## config.mk

```make
export PLATFORM = sky130hd
export DESIGN_NAME = product_splitter
export DESIGN_NICKNAME = d
export VERILOG_FILES = /design/src/rtl/product_splitter.sv
export SDC_FILE = /design/constraint.sdc
export NUM_CORES = 1
export LEC_CHECK = 0
export ABC_AREA = 1
export BUFFER_PORTS_ARGS = -buffer_cell sky130_fd_sc_hd__buf_2
export CORE_MARGIN = 2
export CORE_UTILIZATION = 38
export CTS_BUF_LIST = sky130_fd_sc_hd__clkbuf_2
export DETAILED_ROUTE_END_ITERATION = 8
export PLACE_DENSITY = 0.58
export SYNTH_ARGS = -nofsm -noshare
export SYNTH_HDL_FRONTEND = slang
export SYNTH_SLANG_ARGS = --single-unit
```

## constraint.sdc

```tcl
create_clock -name clk -period 2.3 [get_ports clk]
set_clock_uncertainty 0.05 [all_clocks]
set_input_delay 0.23 -clock clk [delete_from_list [all_inputs] [get_ports clk]]
set_output_delay 0.23 -clock clk [all_outputs]
set_load 0.005 [all_outputs]
```

## src/rtl/product_splitter.sv

```systemverilog
// Splits a 2*NBits product into sign plus magnitude and streams the magnitude
// to an NBits-wide consumer as two halves (low first) over valid/ready.
module product_splitter #(
    parameter int NBits = 8
) (
    input  logic               clk,
    input  logic               reset,
    input  logic               Load,
    input  logic [2*NBits-1:0] Product,
    input  logic               Signed_Mode,
    input  logic               Ready,
    output logic               Busy,
    output logic               Sign,
    output logic [NBits-1:0]   Half,
    output logic               Half_Sel,
    output logic               Valid,
    output logic               Done
);

    localparam int PW = 2 * NBits;

    typedef enum logic [1:0] {
        IDLE    = 2'd0,
        SEND_LO = 2'd1,
        SEND_HI = 2'd2,
        DONE    = 2'd3
    } state_t;

    state_t            state_q, state_d;
    logic [PW-1:0]     mag_q, mag_d;
    logic              sign_q, sign_d;
    logic [NBits-1:0]  half_q, half_d;
    logic              sel_q, sel_d;
    logic              valid_q, valid_d;
    logic              busy_q, busy_d;
    logic              done_q, done_d;

    always_ff @(posedge clk or posedge reset) begin
        if (reset) begin
            state_q <= IDLE;
            mag_q   <= '0;
            sign_q  <= 1'b0;
            half_q  <= '0;
            sel_q   <= 1'b0;
            valid_q <= 1'b0;
            busy_q  <= 1'b0;
            done_q  <= 1'b0;
        end else begin
            state_q <= state_d;
            mag_q   <= mag_d;
            sign_q  <= sign_d;
            half_q  <= half_d;
            sel_q   <= sel_d;
            valid_q <= valid_d;
            busy_q  <= busy_d;
            done_q  <= done_d;
        end
    end

    always_comb begin
        state_d = state_q;
        mag_d   = mag_q;
        sign_d  = sign_q;
        unique case (state_q)
            IDLE, DONE: begin
                state_d = IDLE;
                if (Load) begin
                    state_d = SEND_LO;
                    // Undo the two's-complement selection; the most-negative
                    // value maps to 2^(PW-1), which still fits unsigned.
                    if (Signed_Mode && Product[PW-1]) begin
                        mag_d  = ~Product + PW'(1);
                        sign_d = 1'b1;
                    end else begin
                        mag_d  = Product;
                        sign_d = 1'b0;
                    end
                end
            end
            SEND_LO: if (Ready) state_d = SEND_HI;
            SEND_HI: if (Ready) state_d = DONE;
            default: state_d = IDLE;
        endcase
    end

    // Outputs are registered, so they are derived from the next state.
    always_comb begin
        half_d  = '0;
        sel_d   = 1'b0;
        valid_d = 1'b0;
        busy_d  = 1'b0;
        done_d  = 1'b0;
        unique case (state_d)
            SEND_LO: begin
                half_d  = mag_d[NBits-1:0];
                valid_d = 1'b1;
                busy_d  = 1'b1;
            end
            SEND_HI: begin
                half_d  = mag_d[PW-1:NBits];
                sel_d   = 1'b1;
                valid_d = 1'b1;
                busy_d  = 1'b1;
            end
            DONE:    done_d = 1'b1;
            default: ;
        endcase
    end

    assign Busy     = busy_q;
    assign Sign     = sign_q;
    assign Half     = half_q;
    assign Half_Sel = sel_q;
    assign Valid    = valid_q;
    assign Done     = done_q;

endmodule

```

Word level (Yosys, flattened, before mapping)
Index checks and enable logic that the tools add are counted.
{"block": "word_totals", "regBits": 30, "input_bits": 21, "output_inout_bits": 13, "wordCells": 32}
{"block": "classes", "addsub": 1, "eq_ne": 6, "muxes": 12, "n_bitwise": 1, "n_reduce_logical": 5}
{"operator": "$mux W16", "n": 3}
{"operator": "$add A16 B1 Y16 const B", "n": 1}
{"operator": "$not A16 Y16", "n": 1}
{"operator": "$pmux W8 S2", "n": 1}
{"operator": "$eq A2 B2 Y1 const B", "n": 4}
{"operator": "$pmux W2 S3", "n": 1}
{"operator": "$mux W1", "n": 5}
{"operator": "$eq A2 B1 Y1 const B", "n": 2}
{"operator": "$mux W2", "n": 2}
{"operator": "$reduce_or A2 Y1", "n": 2}
{"operator": "$logic_not A2 Y1", "n": 1}
{"operator": "$reduce_and A2 Y1", "n": 1}
{"operator": "$logic_and A1 B1 Y1", "n": 1}

Logic depth before layout (Yosys ltp)
Gate-level depths: netlist of run 1.
{"block": "depth", "word_depth": 6, "ltp_mapped": 12, "ltp_nobuf": 10}

Least setup slack after synthesis of run 1
No wires, ideal clock.
{"block": "synth_timing", "path_type": "register -> register", "startpoint": "register state_q[0]", "endpoint": "register half_q[7], in the netlist Half[7]", "setup_ns": 0.136, "arrival_ns": 1.994, "required_ns": 2.114, "setup_slack_ns": 0.120, "stages_incl_launch_ff": 13, "n_path_buf": 3, "period_less_slack_ns": 2.180, "path_cell_list": "dfrtp_1 inv_1 ha_1 nand2_1 inv_2 buf_2 buf_2 a31oi_1 inv_1 ha_1 buf_1 o211ai_1 a21oi_2"}
{"block": "synth_via", "elab_chain_len": 5, "word_cells_on_any_way": 12, "classes_between": "eq/ne (5); mux (5); reduce/logical (2)"}
{"element": "start, declared", "line_no": "29", "rtl": "state_t state_q, state_d;"}
{"element": "start signal, assigned", "line_no": "49", "rtl": "state_q <= state_d;"}
{"element": "$eq A2 B2 Y1 / $logic_not A2 Y1 (equally long branches)", "line_no": "64", "rtl": "unique case (state_q)"}
{"element": "$reduce_or A2 Y1", "line_no": "64"}
{"element": "$pmux W2 S3 (*)", "line_no": "64"}
{"element": "named net state_d[0]", "line_no": "29"}
{"element": "$eq A2 B2 Y1 / $eq A2 B1 Y1 (equally long branches)", "line_no": "93", "rtl": "unique case (state_d)"}
{"element": "$pmux W8 S2 (*)", "line_no": "93"}
{"element": "named net half_d[7]", "line_no": "32", "rtl": "logic [NBits-1:0] half_q, half_d;"}
{"element": "end signal, assigned", "line_no": "52", "rtl": "half_q <= half_d;"}
{"element": "end, declared", "line_no": "32"}
The timed path passes the listed nets; every way through them passes the cells marked *.
A chain may end at the register's enable or synchronous reset.

Worst setup path after layout of run 1
Ends and elaborated chain as after synthesis.

==> results of run 1 <==
[state kept, by name (all words and copies together) (netlist names)]
signal    flops
mag_q        16
Half          8
state_q       2
Busy          1
Done          1
Half_Sel      1
Sign          1
[cells in the mapped netlist (2+ instances only)]
cell type and n:
a21oi_2 3, buf_2 4, o21ai_0 4, a21boi_0 3, xnor2_1 2, inv_2 3, o21ai_1 4, nand3_2 2
nand2_2 9, a31oi_1 2, dfrtp_1 30, or2_2 5, nand2_1 51, ha_1 7, o21ai_2 4, xor2_1 3
a21oi_1 7, a21boi_1 2, nand3_1 15, nand2_4 2, nor2_2 2, nand3b_1 3, inv_1 20, o211ai_1 3
nor2_1 16
[final cells by class]
cell class,instances,area share [%]
timing repair buffer,38,10.02
sequential,30,36.67
tap,54,3.301
inverter,24,4.645
clock inverter,2,0.4279
multi-input combinational,156,43.46
clock buffer,6,1.467
[metrics by stage]
stage	worst slack, ns	hold slack, ns
6_report	0.3487	0.1205
5_1_grt	0.1520	0.09526
4_1_cts	0.3186	0.1068
3_5_place_dp	0.3353	0.2783
3_3_place_gp	0.3811	0.2768
2_1_floorplan	0.1199	0.2708
[routing by layer]
| metal | share of wire (%) | wire [um] | vias up | global-route usage, % |
|---|---|---|---|---|
| li1 | - | - | 775 | - |
| met1 | 49 | 1862 | 663 | 21.56 |
| met2 | 47 | 1766 | 23 | 26.36 |
| met3 | 3.0 | 115 | 7 | 3.729 |
| met4 | 1.3 | 50 | 0 | 5.556 |
| met5 | 0 | 0 | - | 0 |
[worst min path at each step]
stage | cells past startpoint | endpoint | slack (ns) | from
floorplan | 1 | Busy | 0.27 | reset
global placement | 3 | Done | 0.28 | reset
detailed placement | 3 | Done | 0.28 | reset
CTS | 3 | mag_q[0] | 0.11 | Product[0]
global route | 3 | mag_q[0] | 0.1 | Product[0]
finish | 3 | mag_q[0] | 0.12 | Product[0]
[repair_timing]
action | in CTS | in global routing
endpoints found under the hold margin | 30 | 0
hold buffers | 1 | 0
resized for setup | 0 | 0
[power by group]
part | switching (mW) | internal [mW] | leakage (nW) | total, mW
Clock | 0.180 | 0.0748 | 0.0304 | 0.254
Combinational | 0.596 | 0.397 | 0.633 | 0.992
Sequential | 0.0685 | 0.750 | 0.373 | 0.818
Total | 0.844 | 1.22 | 1.04 | 2.06
[worst reg2reg max path, cell delays in order (launching register included)]
cell and delay (ns):
dfrtp_1 0.37, inv_1 0.07, ha_1 0.33, nand2_1 0.11
inv_2 0.04, a31oi_1 0.18, inv_1 0.12, ha_1 0.33
o211ai_1 0.16, a21oi_2 0.07
[logic make-up (layout without fill, tap and decap cells)]
| kind of cell | Yosys count | after routing | share of synthesized area (%) |
|---|---|---|---|
| XOR/XNOR | 5 | 5 | 2.431 |
| buffers and inverters | 33 | 70 | 8.958 |
| flip-flops | 30 | 30 | 41.67 |
| adder cells (fa/ha/maj) | 7 | 7 | 4.861 |
| AO/OA/AOI/OAI | 34 | 34 | 12.43 |
| AND/OR/NAND/NOR | 110 | 110 | 29.65 |
==> results.yml, run 1 <==
status:
  status: "complete, no violations"
floorplan:
  io_pins: 34
  rows: 25
  fp.coreArea_sq_um: 4661
  fp.dieH_um: 72.86
  initial_core_util_pct: 38.66
  chipWidth_um: 72.86
  dieArea_sq_um: 5308
final_layout:
  drive_gt1_share_pct: 30.08
  multi_input_area_sq_um: 889.6
  mostFrequentLayoutCells: "nand2_1 (51), buf_2 (33), dfrtp_1 (30)"
  mostFrequentLayoutCell: "nand2_1"
  final_area_sq_um: 2047
  synthToLayoutAreaGrowth_pct: 13.61
  fill_cells: 501
  register_area_sq_um: 750.7
  fin_cells: 310
  fin_util_pct: 43.92
  num_antenna_cells: 0
  nets: 283
synthesis:
  syn-instance-count: 219
  syn_area_sq_um: 1802
  seq_area_frac_synth_pct: 41.67
  synth_top_area_cell: "dfrtp_1"
  synth_ff_type: "dfrtp_1"
  yosys_warnings: 0
  synth_edf_count: 0
  syn-num-nets: 247
  async_flop_share_pct: 100.0
  ys_ff_latch: 30
  synth.avg_cell_area_sq_um: 8.227
  synth_top_area_share_pct: 41.67
  synthDistinctLibCells: 38
  synth.top_cells.by_area: "dfrtp_1 (42%), nand2_1 (11%), ha_1 (4.9%)"
power:
  power_mw: 2.065
  p_per_area_nw_per_um2: 1009
  vdd_drop_max_v: 0.0004202
  p_leak_nw: 1.036
setup_path:
  reg2reg_slack_ns: 0.35
  crit_start: "state_q[0]"
  crit_slowest_cell: "dfrtp_1"
  cp.buffers_inverters: 3
  reg2reg_depth: 9
  critPathMaxFanout: 8
  cp.arrival_ns: 2.13
  max_stage_delay_ns: 0.37
  worstSetupEndpoint: "Half[7]"
  crit_family: "adder cells"
  endpoint_kind: "flip-flop"
  crit_path_start_kind: "flip-flop"
  r2r-start: "state_q[0]"
  cp.required_ns: 2.48
  worstPathCellList: "inv_1, ha_1, nand2_1, inv_2, a31oi_1, inv_1, ha_1, o211ai_1, a21oi_2"
  worstReg2RegEnd: "Half[7]"
  crit_cells: 9
  path_class: "reg -> reg"
drt:
  drt_iter0_drc: 89
  totalWireLength_um: 3795
  wl_per_cell_um: 12.24
  antenna_left: 0
  drc: 0
  vias: 1468
  firstDrtPassIters: 4
  vias_per_cell: 4.735
job:
  drv_cap: 0
clocking:
  post-cts-setup-buffers: 0
  htreeDepth: 2
  cts_tree: "yes"
  path_clk_slew_ns: 0.15
  cts-root-buf: "clkbuf_2"
  cts_buffer_depth: 2
  clock-sinks: 30
  clkLatencyLatePin_ns: 0.35
  numCtsBuffers: 5
timing:
  worstMarginPinSlew_ns: 0.3851
  drv_slew: 0
  fin_crit_ns: 1.951
  fmax_ghz: 0.5125
  fin_setup_tns_ns: 0
  rsz0062_at_grt: "no"
  slew_headroom_pct: 74.33
  period_share_pct: 84.84
  setup_viol: 0
  hold_violations: 0
placement:
  dpl.hpwl_um: 2900
  dpl_cell_area_sq_um: 1998
  dp_cells: 301
  gp_congestion: 0.7988
  port_buffers: 33
grt:
  grt_max_degree: 33
  overflow: 0
  grt_use_total_pct: 16.31
  antenna_found_initial: 0
  grt_pass1_vias: 1408
  grt_pass1_wl_um: 6520
hold_path:
  worstHoldPathType: "in -> reg"
(Power assumes the default switching activity.)
==> run 2, diff against run 1 <==
--- a/config.mk
+++ b/config.mk
@@ -11,7 +11,7 @@
 export CORE_UTILIZATION = 38
 export CTS_BUF_LIST = sky130_fd_sc_hd__clkbuf_2
 export DETAILED_ROUTE_END_ITERATION = 8
-export PLACE_DENSITY = 0.58
+export PLACE_DENSITY = 0.56
 export SYNTH_ARGS = -nofsm -noshare
 export SYNTH_HDL_FRONTEND = slang
 export SYNTH_SLANG_ARGS = --single-unit
==> constraint.sdc (replaced) <==
create_clock -name clk -period 2 [get_ports clk]
set_clock_uncertainty 0.05 [all_clocks]
set_input_delay 0.2 -clock clk [delete_from_list [all_inputs] [get_ports clk]]
set_output_delay 0.2 -clock clk [all_outputs]
set_load 0.005 [all_outputs]
==> results.yml, run 2 (synthesis results as in run 1) <==
setup_path:
  cp.arrival_ns: 2.02
  endpoint_kind: "flip-flop"
  cp.required_ns: 2.22
  crit_path_start_kind: "flip-flop"
  reg2reg_slack_ns: 0.21
  path_class: "reg -> reg"
  critPathMaxFanout: 8
clocking:
  post-cts-setup-buffers: 0
  cts-root-buf: "clkbuf_2"
  path_clk_slew_ns: 0.16
  htreeDepth: 2
  clock-sinks: 30
  clkLatencyLatePin_ns: 0.37
  numCtsBuffers: 5
  cts_buffer_depth: 2
  cts_tree: "yes"
job:
  drv_cap: 0
timing:
  fin_crit_ns: 1.794
  hold_ws_ns: 0.08496
  fmax_ghz: 0.5573
  fin_setup_tns_ns: 0
  rsz0062_at_grt: "no"
  period_share_pct: 89.72
  worst_slack_ns: 0.2055
  setup_viol: 0
  drv_slew: 0
  slew_headroom_pct: 74.38
  hold_violations: 0
  worstMarginPinSlew_ns: 0.3844
final_layout:
  num_antenna_cells: 0
  nets: 283
  largest_register: "mag_q"
  fin_util_pct: 45.05
  mostFrequentLayoutCell: "nand2_1"
  drive_gt1_share_pct: 33.20
  fin_cells: 310
  final_area_sq_um: 2100
  fill_cells: 462
  mostFrequentLayoutCells: "nand2_1 (50), buf_2 (33), dfrtp_1 (30)"
  synthToLayoutAreaGrowth_pct: 16.53
  largest_reg_flops: 16
floorplan:
  io_pins: 34
  rows: 25
  fp.coreArea_sq_um: 4661
  chipWidth_um: 72.86
  initial_core_util_pct: 38.66
  dieArea_sq_um: 5308
  fp.dieH_um: 72.86
power:
  p_per_area_nw_per_um2: 1210
  vdd_drop_max_v: 0.0003864
  p_leak_nw: 1.035
  power_mw: 2.541
grt:
  grt_pass1_vias: 1489
  grt_max_degree: 33
  overflow: 0
  grt_use_total_pct: 16.54
  grt_pass1_wl_um: 6658
  antenna_found_initial: 0
placement:
  dp_slack_ns: 0.09511
  dp_cells: 301
  port_buffers: 33
  dpl_cell_area_sq_um: 2028
  dpl.hpwl_um: 3008
  gp_congestion: 0.8185
hold_path:
  worstHoldPathType: "in -> reg"
status:
  status: "complete, no violations"
drt:
  firstDrtPassIters: 5
  antenna_left: 0
  vias_per_cell: 4.777
  drc: 0
  drt_iter0_drc: 67
  vias: 1481
  totalWireLength_um: 3877
  wl_per_cell_um: 12.51
==> run 2: final timing paths <==
check | endpoint | start | depth (start not counted)
hold reg to reg | mag_q[4] | mag_q[4] | 2
min in group asynchronous | Done | reset | 4
setup reg to reg | Half[7] | state_q[1] | 8
setup / recovery | Half[7] | state_q[1] | 8
hold / removal | mag_q[11] | Product[11] | 3
max in group asynchronous | mag_q[8] | reset | 4
==> run 2: cell type report <==
| type | instances | area [sq um] | share of cell area [%] |
|---|---|---|---|
| clock buffer | 6 | 30.03 | 1.430 |
| clock inverter | 2 | 8.758 | 0.4172 |
| inverter | 24 | 95.09 | 4.529 |
| multi-input combinational | 156 | 938.4 | 44.70 |
| sequential | 30 | 750.7 | 35.76 |
| tap | 54 | 67.56 | 3.218 |
| timing repair buffer | 38 | 209.0 | 9.952 |
==> run 2: per-layer routing <==
layer	share of wire, %	track usage [%]	vias to the layer above
li1	-	-	767
met1	47	20.58	682
met2	48	27.98	25
met3	3.5	4.558	7
met4	1.4	4.938	0
met5	0	0	-
==> run 2: worst max-delay path: stages (launching register included) <==
cell and delay (ns):
dfrtp_1 0.45, inv_1 0.07, ha_1 0.20, a21o_1 0.21, a31oi_4 0.20, inv_2 0.08
ha_2 0.25, o211ai_1 0.13, a21oi_2 0.08
==> run 2: timing repair <==
item / 4_1_cts / 5_1_grt
hold endpoints to repair: 30 / 0
hold buffers: 1 / 0
endpoints found under the setup margin: 0 / 8
gates resized for setup: 0 / 5
==> run 2: power by group <==
| group | total [mW] | switching, mW | internal (mW) |
|---|---|---|---|
| clock | 0.298 | 0.212 | 0.0858 |
| sequential | 0.939 | 0.0770 | 0.862 |
| combinational | 1.30 | 0.753 | 0.551 |
| total | 2.54 | 1.04 | 1.50 |
==> run 3, diff against run 2 <==
--- a/config.mk
+++ b/config.mk
@@ -12,6 +12,8 @@
 export CTS_BUF_LIST = sky130_fd_sc_hd__clkbuf_2
 export DETAILED_ROUTE_END_ITERATION = 8
 export PLACE_DENSITY = 0.56
+export RECOVER_POWER = 50
+export SLEW_MARGIN = 20
 export SYNTH_ARGS = -nofsm -noshare
 export SYNTH_HDL_FRONTEND = slang
 export SYNTH_SLANG_ARGS = --single-unit
==> results.yml, run 3 (synthesis results as in run 1) <==
setup_path:
  cp.arrival_ns: 2.02
  path_class: "reg -> reg"
  max_stage_delay_ns: 0.45
  crit_slowest_cell: "dfrtp_1"
  cp.required_ns: 2.22
  crit_path_start_kind: "flip-flop"
  endpoint_kind: "flip-flop"
  worstPathCellList: "inv_1, ha_1, a21o_1, a31oi_4, inv_2, ha_2, o211ai_1, a21oi_2"
  critPathMaxFanout: 8
timing:
  setup_viol: 0
  worstMarginPinSlew_ns: 0.7458
  hold_violations: 0
  drv_slew: 0
  fin_setup_tns_ns: 0
  hold_ws_ns: 0.08452
  slew_headroom_pct: 50.28
  period_share_pct: 89.63
  rsz0062_at_grt: "no"
  fmax_ghz: 0.5579
  fin_crit_ns: 1.793
clocking:
  clkLatencyLatePin_ns: 0.37
  path_clk_slew_ns: 0.16
  htreeDepth: 2
  numCtsBuffers: 5
  cts_tree: "yes"
  clock-sinks: 30
  cts_buffer_depth: 2
  cts-root-buf: "clkbuf_2"
final_layout:
  drive_gt1_share_pct: 32.03
  largest_reg_flops: 16
  fill_cells: 464
  num_antenna_cells: 0
  final_area_sq_um: 2093
  fin_util_pct: 44.91
  mostFrequentLayoutCell: "nand2_1"
  synthToLayoutAreaGrowth_pct: 16.18
  largest_register: "mag_q"
  mostFrequentLayoutCells: "nand2_1 (50), dfrtp_1 (30), buf_2 (30)"
  nets: 283
grt:
  grt_max_degree: 33
  overflow: 0
  grt_pass1_vias: 1489
  grt_use_total_pct: 16.54
  antenna_found_initial: 0
  grt_pass1_wl_um: 6658
power:
  power_mw: 2.535
  p_per_area_nw_per_um2: 1211
  vdd_drop_max_v: 0.0003867
  p_leak_nw: 1.022
hold_path:
  worstHoldPathType: "in -> reg"
floorplan:
  initial_core_util_pct: 38.66
  chipWidth_um: 72.86
  rows: 25
  fp.coreArea_sq_um: 4661
  dieArea_sq_um: 5308
  fp.dieH_um: 72.86
  io_pins: 34
drt:
  totalWireLength_um: 3883
  drt_iter0_drc: 67
  antenna_left: 0
  wl_per_cell_um: 12.53
  drc: 0
  vias: 1487
  firstDrtPassIters: 5
  vias_per_cell: 4.797
placement:
  port_buffers: 33
  dpl.hpwl_um: 3008
  dpl_cell_area_sq_um: 2028
  gp_congestion: 0.8185
status:
  status: "complete, no violations"
job:
  drv_cap: 0
==> run 3: timing repair <==
item	4_1_cts	5_1_grt
endpoints found under the setup margin	0	8
endpoints found under the hold margin	30	0
gates resized for setup	0	5
hold buffers	1	0
buffers inserted	0	0
==> run 3: critical path: cells and delay by family, from the launching register on <==
family	cells	cell delay, ns
fa+ha+maj	2	0.45
buf+inv	2	0.15
compound gates	4	0.62
flops	1	0.45
==> run 3: final timing paths <==
| kind | startpoint | to | slack (ns) | cells past startpoint |
|---|---|---|---|---|
| worst min-delay path | Product[11] | mag_q[11] | 0.08 | 3 |
| worst max register to register | state_q[1] | Half[7] | 0.21 | 8 |
| worst max-delay path | state_q[1] | Half[7] | 0.21 | 8 |
| min in group asynchronous | reset | Done | 0.50 | 4 |
| max in group asynchronous | reset | mag_q[8] | 0.91 | 4 |
| worst min register to register | mag_q[4] | mag_q[4] | 0.44 | 2 |
==> run 3: layer usage <==
metal  GRT usage (%)  vias to the layer above  routed length, um
met3           4.558                        7                143
met2           27.98                       27               1877
li1                -                      767                  -
met1           20.58                      686               1806
met4           4.938                        0                 55
met5               0                        -                  0
==> run 3: metrics by stage <==
step / setup slack (ns) / std cells
CTS: 0.04492 / 310
global placement: 0.1711 / 301
global route: 0.06918 / 310
finish: 0.2074 / 310
detailed placement: 0.09511 / 301
floorplan: 0.01307 / 219
==> run 3: cell type report <==
type	count	area [sq um]	share of cell area, %
timing repair buffer	38	202.7	9.683
clock inverter	2	8.758	0.4184
clock buffer	6	30.03	1.435
multi-input combinational	156	938.4	44.83
tap	54	67.56	3.228
sequential	30	750.7	35.86
inverter	24	95.09	4.543
==> run 3: where the power goes <==
group	total [mW]	leakage, nW	internal [mW]	switching, mW
registers	0.940	0.373	0.862	0.0779
clock network	0.298	0.0304	0.0858	0.212
logic	1.30	0.619	0.545	0.752
